[src/rtl/pacman_motion.sv]
// rtl/pacman_motion.sv - per-frame Pac-Man movement engine with wall probing and buffered turns
module pacman_motion #(
  parameter logic [9:0] START_X = 10'd312,
  parameter logic [9:0] START_Y = 10'd232,
  parameter logic [9:0] STEP    = 10'd1,
  parameter logic [9:0] X_MAX   = 10'd632,
  parameter logic [9:0] Y_MAX   = 10'd472,
  parameter logic [7:0] KEY_W   = 8'h1A,
  parameter logic [7:0] KEY_A   = 8'h04,
  parameter logic [7:0] KEY_S   = 8'h16,
  parameter logic [7:0] KEY_D   = 8'h07
) (
  input  logic       Clk,
  input  logic       Reset,
  input  logic       frame_clk,
  input  logic [7:0] keycode,
  input  logic       isDefeated,
  input  logic       probe_wall,
  output logic [9:0] probe_x,
  output logic [9:0] probe_y,
  output logic [9:0] pacmanX,
  output logic [9:0] pacmanY,
  output logic [1:0] last_keypress,
  output logic       moving,
  output logic       busy
);

  typedef enum logic [2:0] {IDLE, RQ0, RQ1, CU0, CU1, MOVE} state_t;

  localparam logic signed [10:0] STEP_S  = $signed({1'b0, STEP});
  localparam logic signed [10:0] X_MAX_S = $signed({1'b0, X_MAX});
  localparam logic signed [10:0] Y_MAX_S = $signed({1'b0, Y_MAX});

  state_t state, state_n;
  logic frame_clk_d, tick;
  logic key_hit;
  logic [1:0] key_dir;
  logic [1:0] req_dir, cur_dir, dir, pdir;
  logic req_valid, cur_valid, mv_req, blk0;
  logic probing, corner1, oob, probe_blk;
  logic signed [10:0] nx, ny;
  logic [9:0] px, py;

  assign tick      = frame_clk & ~frame_clk_d;
  assign busy      = (state != IDLE);
  assign probe_blk = oob | probe_wall;

  // Keycode decode; direction codes: 0 right, 1 down, 2 left, 3 up
  always_comb begin
    key_hit = 1'b1;
    key_dir = 2'd0;
    if (keycode == KEY_D)      key_dir = 2'd0;
    else if (keycode == KEY_S) key_dir = 2'd1;
    else if (keycode == KEY_A) key_dir = 2'd2;
    else if (keycode == KEY_W) key_dir = 2'd3;
    else                       key_hit = 1'b0;
  end

  // Which direction/corner is being evaluated, derived purely from the state
  always_comb begin
    pdir    = dir;
    probing = 1'b0;
    corner1 = 1'b0;
    case (state)
      RQ0: begin pdir = req_dir; probing = 1'b1; end
      RQ1: begin pdir = req_dir; probing = 1'b1; corner1 = 1'b1; end
      CU0: begin pdir = cur_dir; probing = 1'b1; end
      CU1: begin pdir = cur_dir; probing = 1'b1; corner1 = 1'b1; end
      default: pdir = dir;
    endcase
  end

  // Candidate position one step along pdir, bounds test and leading-corner probe address
  always_comb begin
    nx = $signed({1'b0, pacmanX});
    ny = $signed({1'b0, pacmanY});
    case (pdir)
      2'd0:    nx = $signed({1'b0, pacmanX}) + STEP_S;
      2'd1:    ny = $signed({1'b0, pacmanY}) + STEP_S;
      2'd2:    nx = $signed({1'b0, pacmanX}) - STEP_S;
      default: ny = $signed({1'b0, pacmanY}) - STEP_S;
    endcase
    oob = (nx < 11'sd0) || (nx > X_MAX_S) || (ny < 11'sd0) || (ny > Y_MAX_S);
    px  = nx[9:0];
    py  = ny[9:0];
    case (pdir)
      2'd0: begin px = nx[9:0] + 10'd7; py = ny[9:0] + (corner1 ? 10'd7 : 10'd0); end
      2'd1: begin px = nx[9:0] + (corner1 ? 10'd7 : 10'd0); py = ny[9:0] + 10'd7; end
      2'd2: py = ny[9:0] + (corner1 ? 10'd7 : 10'd0);
      default: px = nx[9:0] + (corner1 ? 10'd7 : 10'd0);
    endcase
    probe_x = probing ? px : 10'd0;
    probe_y = probing ? py : 10'd0;
  end

  // FSM state register
  always_ff @(posedge Clk or posedge Reset) begin
    if (Reset) state <= IDLE;
    else       state <= state_n;
  end

  // Next-state logic; a frame with neither a request nor a current direction stays idle
  always_comb begin
    state_n = state;
    case (state)
      IDLE: if (tick && !isDefeated) begin
              if (key_hit || req_valid) state_n = RQ0;
              else if (cur_valid)       state_n = CU0;
            end
      RQ0:  state_n = RQ1;
      RQ1:  if (!blk0 && !probe_blk) state_n = MOVE;
            else if (cur_valid)      state_n = CU0;
            else                     state_n = IDLE;
      CU0:  state_n = CU1;
      CU1:  state_n = (blk0 || probe_blk) ? IDLE : MOVE;
      MOVE: state_n = IDLE;
      default: state_n = IDLE;
    endcase
    if (state != IDLE && isDefeated) state_n = IDLE;
  end

  // Datapath: request buffer, probe results, direction bookkeeping and position commit
  always_ff @(posedge Clk or posedge Reset) begin
    if (Reset) begin
      frame_clk_d   <= 1'b0;
      pacmanX       <= START_X;
      pacmanY       <= START_Y;
      last_keypress <= 2'd0;
      moving        <= 1'b0;
      req_valid     <= 1'b0;
      req_dir       <= 2'd0;
      cur_valid     <= 1'b0;
      cur_dir       <= 2'd0;
      dir           <= 2'd0;
      mv_req        <= 1'b0;
      blk0          <= 1'b0;
    end else begin
      frame_clk_d <= frame_clk;
      if (!(state != IDLE && isDefeated)) begin
        case (state)
          IDLE: if (tick && !isDefeated) begin
                  if (key_hit) begin
                    req_dir   <= key_dir;
                    req_valid <= 1'b1;
                  end else if (!req_valid && !cur_valid) begin
                    moving <= 1'b0;
                  end
                end
          RQ0, CU0: blk0 <= probe_blk;
          RQ1: if (!blk0 && !probe_blk) begin
                 dir    <= req_dir;
                 mv_req <= 1'b1;
               end else if (!cur_valid) begin
                 moving <= 1'b0;
               end
          CU1: if (blk0 || probe_blk) begin
                 moving    <= 1'b0;
                 cur_valid <= 1'b0;
               end else begin
                 dir    <= cur_dir;
                 mv_req <= 1'b0;
               end
          MOVE: begin
                  pacmanX       <= nx[9:0];
                  pacmanY       <= ny[9:0];
                  cur_dir       <= dir;
                  cur_valid     <= 1'b1;
                  last_keypress <= dir;
                  moving        <= 1'b1;
                  if (mv_req) req_valid <= 1'b0;
                end
          default: ;
        endcase
      end
    end
  end

endmodule

[config.mk]
export PLATFORM = sky130hd
export DESIGN_NAME = pacman_motion
export DESIGN_NICKNAME = d
export VERILOG_FILES = /design/src/rtl/pacman_motion.sv
export SDC_FILE = /design/constraint.sdc
export NUM_CORES = 1
export LEC_CHECK = 0
export ABC_CLOCK_PERIOD_IN_PS = 13750
export CORE_ASPECT_RATIO = 0.7
export CORE_MARGIN = 1.5
export CORE_UTILIZATION = 50
export CTS_CLUSTER_SIZE = 25
export DETAILED_ROUTE_END_ITERATION = 16
export PLACE_DENSITY = 0.85
export SLEW_MARGIN = 20
export SYNTH_ARGS = -nofsm -noshare
export SYNTH_HDL_FRONTEND = slang
export SYNTH_SLANG_ARGS = --single-unit
export TNS_END_PERCENT = 10
[constraint.sdc]
create_clock -name Clk -period 13.75 [get_ports Clk]
set_input_delay 1.375 -clock Clk [delete_from_list [all_inputs] [get_ports Clk]]
set_output_delay 1.375 -clock Clk [all_outputs]
set_load 0.05 [all_outputs]
== Yosys cells after proc, flatten, opt, wreduce, memory -nomap -nowiden ==
Index checks and enable logic that the tools add are counted.
Operators by class
  add/subtract/negate cells: 8
  magnitude comparators: 4
  equality and inequality tests: 23
  mux-type cells: 44
  bitwise operators: 4
  reductions and logical operators: 35
Operators with widths (number)
  $pmux W11 S2: 2
  $pmux W10 S2: 2
  $add A10 B1 Y11 const B: 2
  $lt A11 B1 Y1 const B: 2
  $sub A10 B1 Y11 const B: 2
  $mux W3: 7
  $add A10 B3 Y10 const B: 2
  $mux W10: 2
  $ne A2 B2 Y1 const B: 10
  $mux W1: 17
  $eq A8 B3 Y1 const B: 2
  $eq A8 B5 Y1 const B: 2
  $pmux W3 S5: 1
  $mux W2: 7
  $gt A11 B10 Y1 const B: 1
  $gt A11 B11 Y1 const B: 1
  $add A10 B10 Y10: 1
  $add A10 B3 Y10: 1
  $reduce_or A2 Y1: 5
  $pmux W2 S2: 2
  $reduce_and A4 Y1: 2
  $reduce_and A8 Y1: 1
  $eq A3 B2 Y1 const B: 2
  $eq A3 B3 Y1 const B: 2
  other kinds (22): 40
Storage, ports and cells
  register bits after elaboration: 35
  bits of input ports: 13
  output and inout bits: 44
  word-level logic and storage cells: 130

== Longest topological paths before layout ==
  word-level depth: 15
  gate-level depth with buffers: 17
  mapped depth without buffers: 15

== Worst setup path before layout ==
OpenSTA, ideal clock, no wires.
  path type: reg2out
  start: reg state[0]
  end: out probe_x[7]
  data arrival time: 4.508 ns
  data required time: 12.375 ns
  setup slack: 7.867 ns
  stages on the path, launching flop included: 17
  path buffers: 2
  cell sequence: dfrtp_1 -> buf_2 -> or3_1 -> o21a_1 -> o221ai_1 -> nand2b_1 -> buf_2 -> inv_1 -> ha_1 -> xor2_1 -> o21ai_0 -> ha_1 -> nor2b_1 -> o21ai_0 -> nor2_1 -> and3_1 -> nor3_1
On the way
  word-level cells in the longest chain between the ends: 8
  elaborated cells between the ends (all ways): 19
  classes of those cells: 2 x add/sub; 5 x eq/ne; 7 x mux; 5 x reduce/logical
Ends and longest elaborated chain
  from (decl): RTL line 34  | state_t state, state_n;
  from (signal assigned): RTL line 99  | else state <= state_n;
  $eq A3 B3 Y1, or another cell as far along: RTL line 64  | case (state)
  $reduce_or A2 Y1 (no source line)
  $pmux W2 S2 *: RTL line 64
  $eq A2 B2 Y1 or $logic_not A2 Y1 (tied branches): RTL line 77  | case (pdir)
  $pmux W11 S2 *: RTL line 77
  via nx[2]: RTL line 41  | logic signed [10:0] nx, ny;
  $add A10 B3 Y10 (on tied branches): RTL line 88, 90, 87
  $pmux W10 S2 *: RTL line 86  | case (pdir)
  $mux W10 *: RTL line 92  | probe_x = probing ? px : 10'd0;
  to (decl): RTL line 19  | output logic [9:0] probe_x,
Mark *: on every way through the listed nets, which the timed path passes. The rest lies on a longest branch.

== Final worst setup path ==
  start: reg state[2]
  end: out probe_y[9]
On the way
  word-level cells in the longest chain between the ends: 9
  elaborated cells between the ends (all ways): 21
  classes of those cells: 2 x add/sub; 6 x eq/ne; 7 x mux; 6 x reduce/logical
Ends and longest elaborated chain
  $eq A3 B3 Y1, or another cell as far along: RTL line 64
  $reduce_or A2 Y1 (no source line)
  $pmux W2 S2: RTL line 64
  $eq A2 B2 Y1 or $logic_not A2 Y1 (tied branches): RTL line 77, 86
  $reduce_or A2 Y1 (no source line)
  $pmux W11 S2: RTL line 77
  $add A10 B10 Y10 or $add A10 B3 Y10 (tied branches): RTL line 87, 89, 88
  $pmux W10 S2: RTL line 86
  $mux W10 *: RTL line 93  | probe_y = probing ? py : 10'd0;
  to (decl): RTL line 20  | output logic [9:0] probe_y,
Mark *: on every way between the ends. The rest lies on a longest branch, timed or not.

==> out/qor.yml <==
run_status:
  status: "completed"
placement:
  numPortBuffers: 56
  gp_congestion: 0.9414
  dp_hpwl_um: 7284
  dp.cells: 560
route:
  firstDrtPassIters: 5
  drc: 0
  final_antenna_net_count: 0
  via_per_inst: 6.011
  routed_wl_um: 9426
  wire_per_inst_um: 16.60
  drt_iter0_markers: 229
  vias: 3414
logic_synthesis:
  synthArstFlopShare_pct: 100.0
  synth.avg_cell_area_sq_um: 8.240
  synth_nets: 466
  syn_area_sq_mm: 0.003502
  yosys.area_share.xor_xnor_pct: 7.753
  ys_ff_latch: 35
  synthDominantCellAreaShare_pct: 19.29
  synth_area_leaders: "dfrtp_1, ha_1, dfstp_2, nor2_1, a21oi_1"
  synth-seq-area-share_pct: 25.29
  synth_top_family_by_area: "compound AO/OA/AOI/OAI gates"
  yosysTopAreaCell: "dfrtp_1"
  synth_compound_area_share_pct: 24.69
  synth-adder-area-share_pct: 10.86
  synth_cell_type_count: 66
  synth_mux_area_share_pct: 6.109
  synth_edf_count: 0
  yosys_warnings: 0
  synth_cells: 425
  synthSimpleGateAreaFrac_pct: 21.40
  synth_ff_type: "dfrtp_1"
setup_path:
  crit_top_cell: "nand2_1"
  path_cells: "or4b_1, o311a_4, nand2_1, nand2_1, ha_1, nand2_1, o31ai_1, xor2_1, mux2i_1, o21bai_1, nor3_1, nand2_1, xnor2_1, nor2_1, clkdlybuf4s50_1"
  worst-setup-path-type: "reg -> out"
  critPathLaunch: "state[2]"
  cp_slowest_stage_delay_ns: 0.83
  r2r-start: "state[2]"
  cp.required_ns: 12.38
  endpoint_kind: "output port"
  worst_ep_arrival_time_ns: 5.83
  start_kind: "flop"
  slowest_stage: "clkdlybuf4s50_1"
  crit_fanout: 18
floorplanning:
  die_h_um: 73.02
  row_count: 25
  initial_core_util_pct: 51.83
  pin_count: 57
  core-area_sq_mm: 0.006756
  dieWidth_um: 103.0
  dieArea_sq_mm: 0.007523
global_routing:
  antenna_found_initial: 0
  grt_use_total_pct: 25.80
  grt_pass1_vias: 3173
  grt_pass1_wl_um: 15210
  grt_max_degree: 36
  overflow: 0
sta:
  tightest_slew_ns: 0.7668
  hold_viol: 0
  finClkSkew_ns: 0.007314
  slew_headroom_pct: 48.75
  rsz0062_at_grt: "no"
  finalSetupTns_ns: 0
  fin_crit_ns: 7.205
  slew_violations: 0
  post-route-period-util_pct: 52.40
  max_freq_ghz: 0.1388
  setup_viol: 0
cells_and_area:
  fillCellCount: 604
  fin_nets: 514
  layout_common_cells: "clkdlybuf4s50_1, nor2_1, nand2_1"
  layout-area-overhead-vs-synth_pct: 19.79
  antenna-diode-count: 0
  drive_gt1_share_pct: 7.595
  layout_commonest_cell: "clkdlybuf4s50_1"
  final_util_pct: 62.09
  final_cells: 568
worst_hold_path:
  hp-start: "moving"
  min_path_type: "reg -> reg"
cts:
  cts_sinks: 35
  cts_setup_buffers: 0
  cts.repair.resized: 0
  clkLatencyLatePin_ns: 0.29
  ctsHoldBuffers: 0
  clkSlewWorstSetupHoldPaths_ns: 0.08
  max-clock-path-buffers: 2
  root_buffer: "clkbuf_8"
  cts_buffers: 5
  cts_tree: "yes"
  htreeDepth: 2
power:
  ir_drop_mv: 0.06124
  leakage_nw: 1.821
  p_per_area_mw_per_mm2: 132.2
run:
  drv_cap: 0
-- metal layers --
layer | vias up | part of all wire (%) | track usage (%) | wire (um)
li1 | 1649 | - | - | -
met1 | 1618 | 48 | 38.23 | 4554
met2 | 138 | 43 | 38.16 | 4030
met3 | 9 | 7.9 | 5.077 | 745
met4 | 0 | 1.0 | 7.057 | 96
met5 | - | 0 | 0 | 0
-- flip-flops by register name, summed over array words and instances, names as in the netlist --
register     flops
mv_req           1
moving           1
frame_clk_d      1
req_dir          2
cur_valid        1
req_valid        1
dir              2
state            3
pacmanX         10
pacmanY         10
blk0             1
cur_dir          2
-- logic make-up after synthesis --
kind of cell / count (synthesis)
AOI/OAI and AO/OA: 125
xor gates and xnor gates: 31
adders and majority gates: 28
buffers and inverters: 30
DFF: 35
muxes: 20
and+or+nand+nor: 156
-- critical path, delay by kind of cell (launching register included) --
family | cells | cell delay [ns]
flops | 1 | 0.52
xor+xnor | 2 | 0.36
compound gates | 3 | 0.91
buf+inv | 1 | 0.83
mux | 1 | 0.15
simple gates | 7 | 2.19
fa+ha+maj | 1 | 0.55
-- cells in the mapped netlist, types with 11 or more instances --
master and n:
xnor2_1 18, inv_1 13, a21oi_1 35, o21ai_0 24, nor2_1 52, xor2_1 13
ha_1 24, dfrtp_1 27, nor3_1 11, nand2_1 42
-- final timing paths --
path / to / slack, ns / cells after the start
min reg2reg: moving / 0.52 / 1
max: probe_y[9] / 6.54 / 15
max in group asynchronous: pacmanY[5] / 11.91 / 3
max reg2reg: dir[1] / 8.20 / 14
min in group asynchronous: frame_clk_d / 1.48 / 3
min: moving / 0.52 / 1
-- cell type report --
| class | instances | area (sq um) | area share [%] |
|---|---|---|---|
| Tap cell | 94 | 117.6 | 2.803 |
| Multi-Input combinational cell | 360 | 2482 | 59.17 |
| Clock inverter | 2 | 12.51 | 0.2982 |
| Timing Repair Buffer | 58 | 575.6 | 13.72 |
| Sequential cell | 35 | 885.9 | 21.12 |
| Inverter | 13 | 48.80 | 1.163 |
| Clock buffer | 6 | 72.57 | 1.730 |
-- where the power goes --
| group | switching, mW | internal (mW) | total, mW | leakage (nW) |
|---|---|---|---|---|
| logic | 0.228 | 0.133 | 0.361 | 1.35 |
| registers | 0.00922 | 0.109 | 0.118 | 0.432 |
| clock network | 0.0394 | 0.0354 | 0.0748 | 0.0412 |
-- through the flow --
step	hold slack, ns	power, mW	worst slack [ns]	area [sq um]
after floorplan	0.4872	0.3959	7.867	3502
after global placement	0.5078	0.4625	7.092	4110
final	0.5169	0.5544	6.545	4195
after detailed placement	0.5043	0.4742	6.928	4110
after CTS	0.5274	0.5527	6.575	4195
after global routing	0.5526	0.5946	6.181	4195
Power figures use the tool's default switching activity.
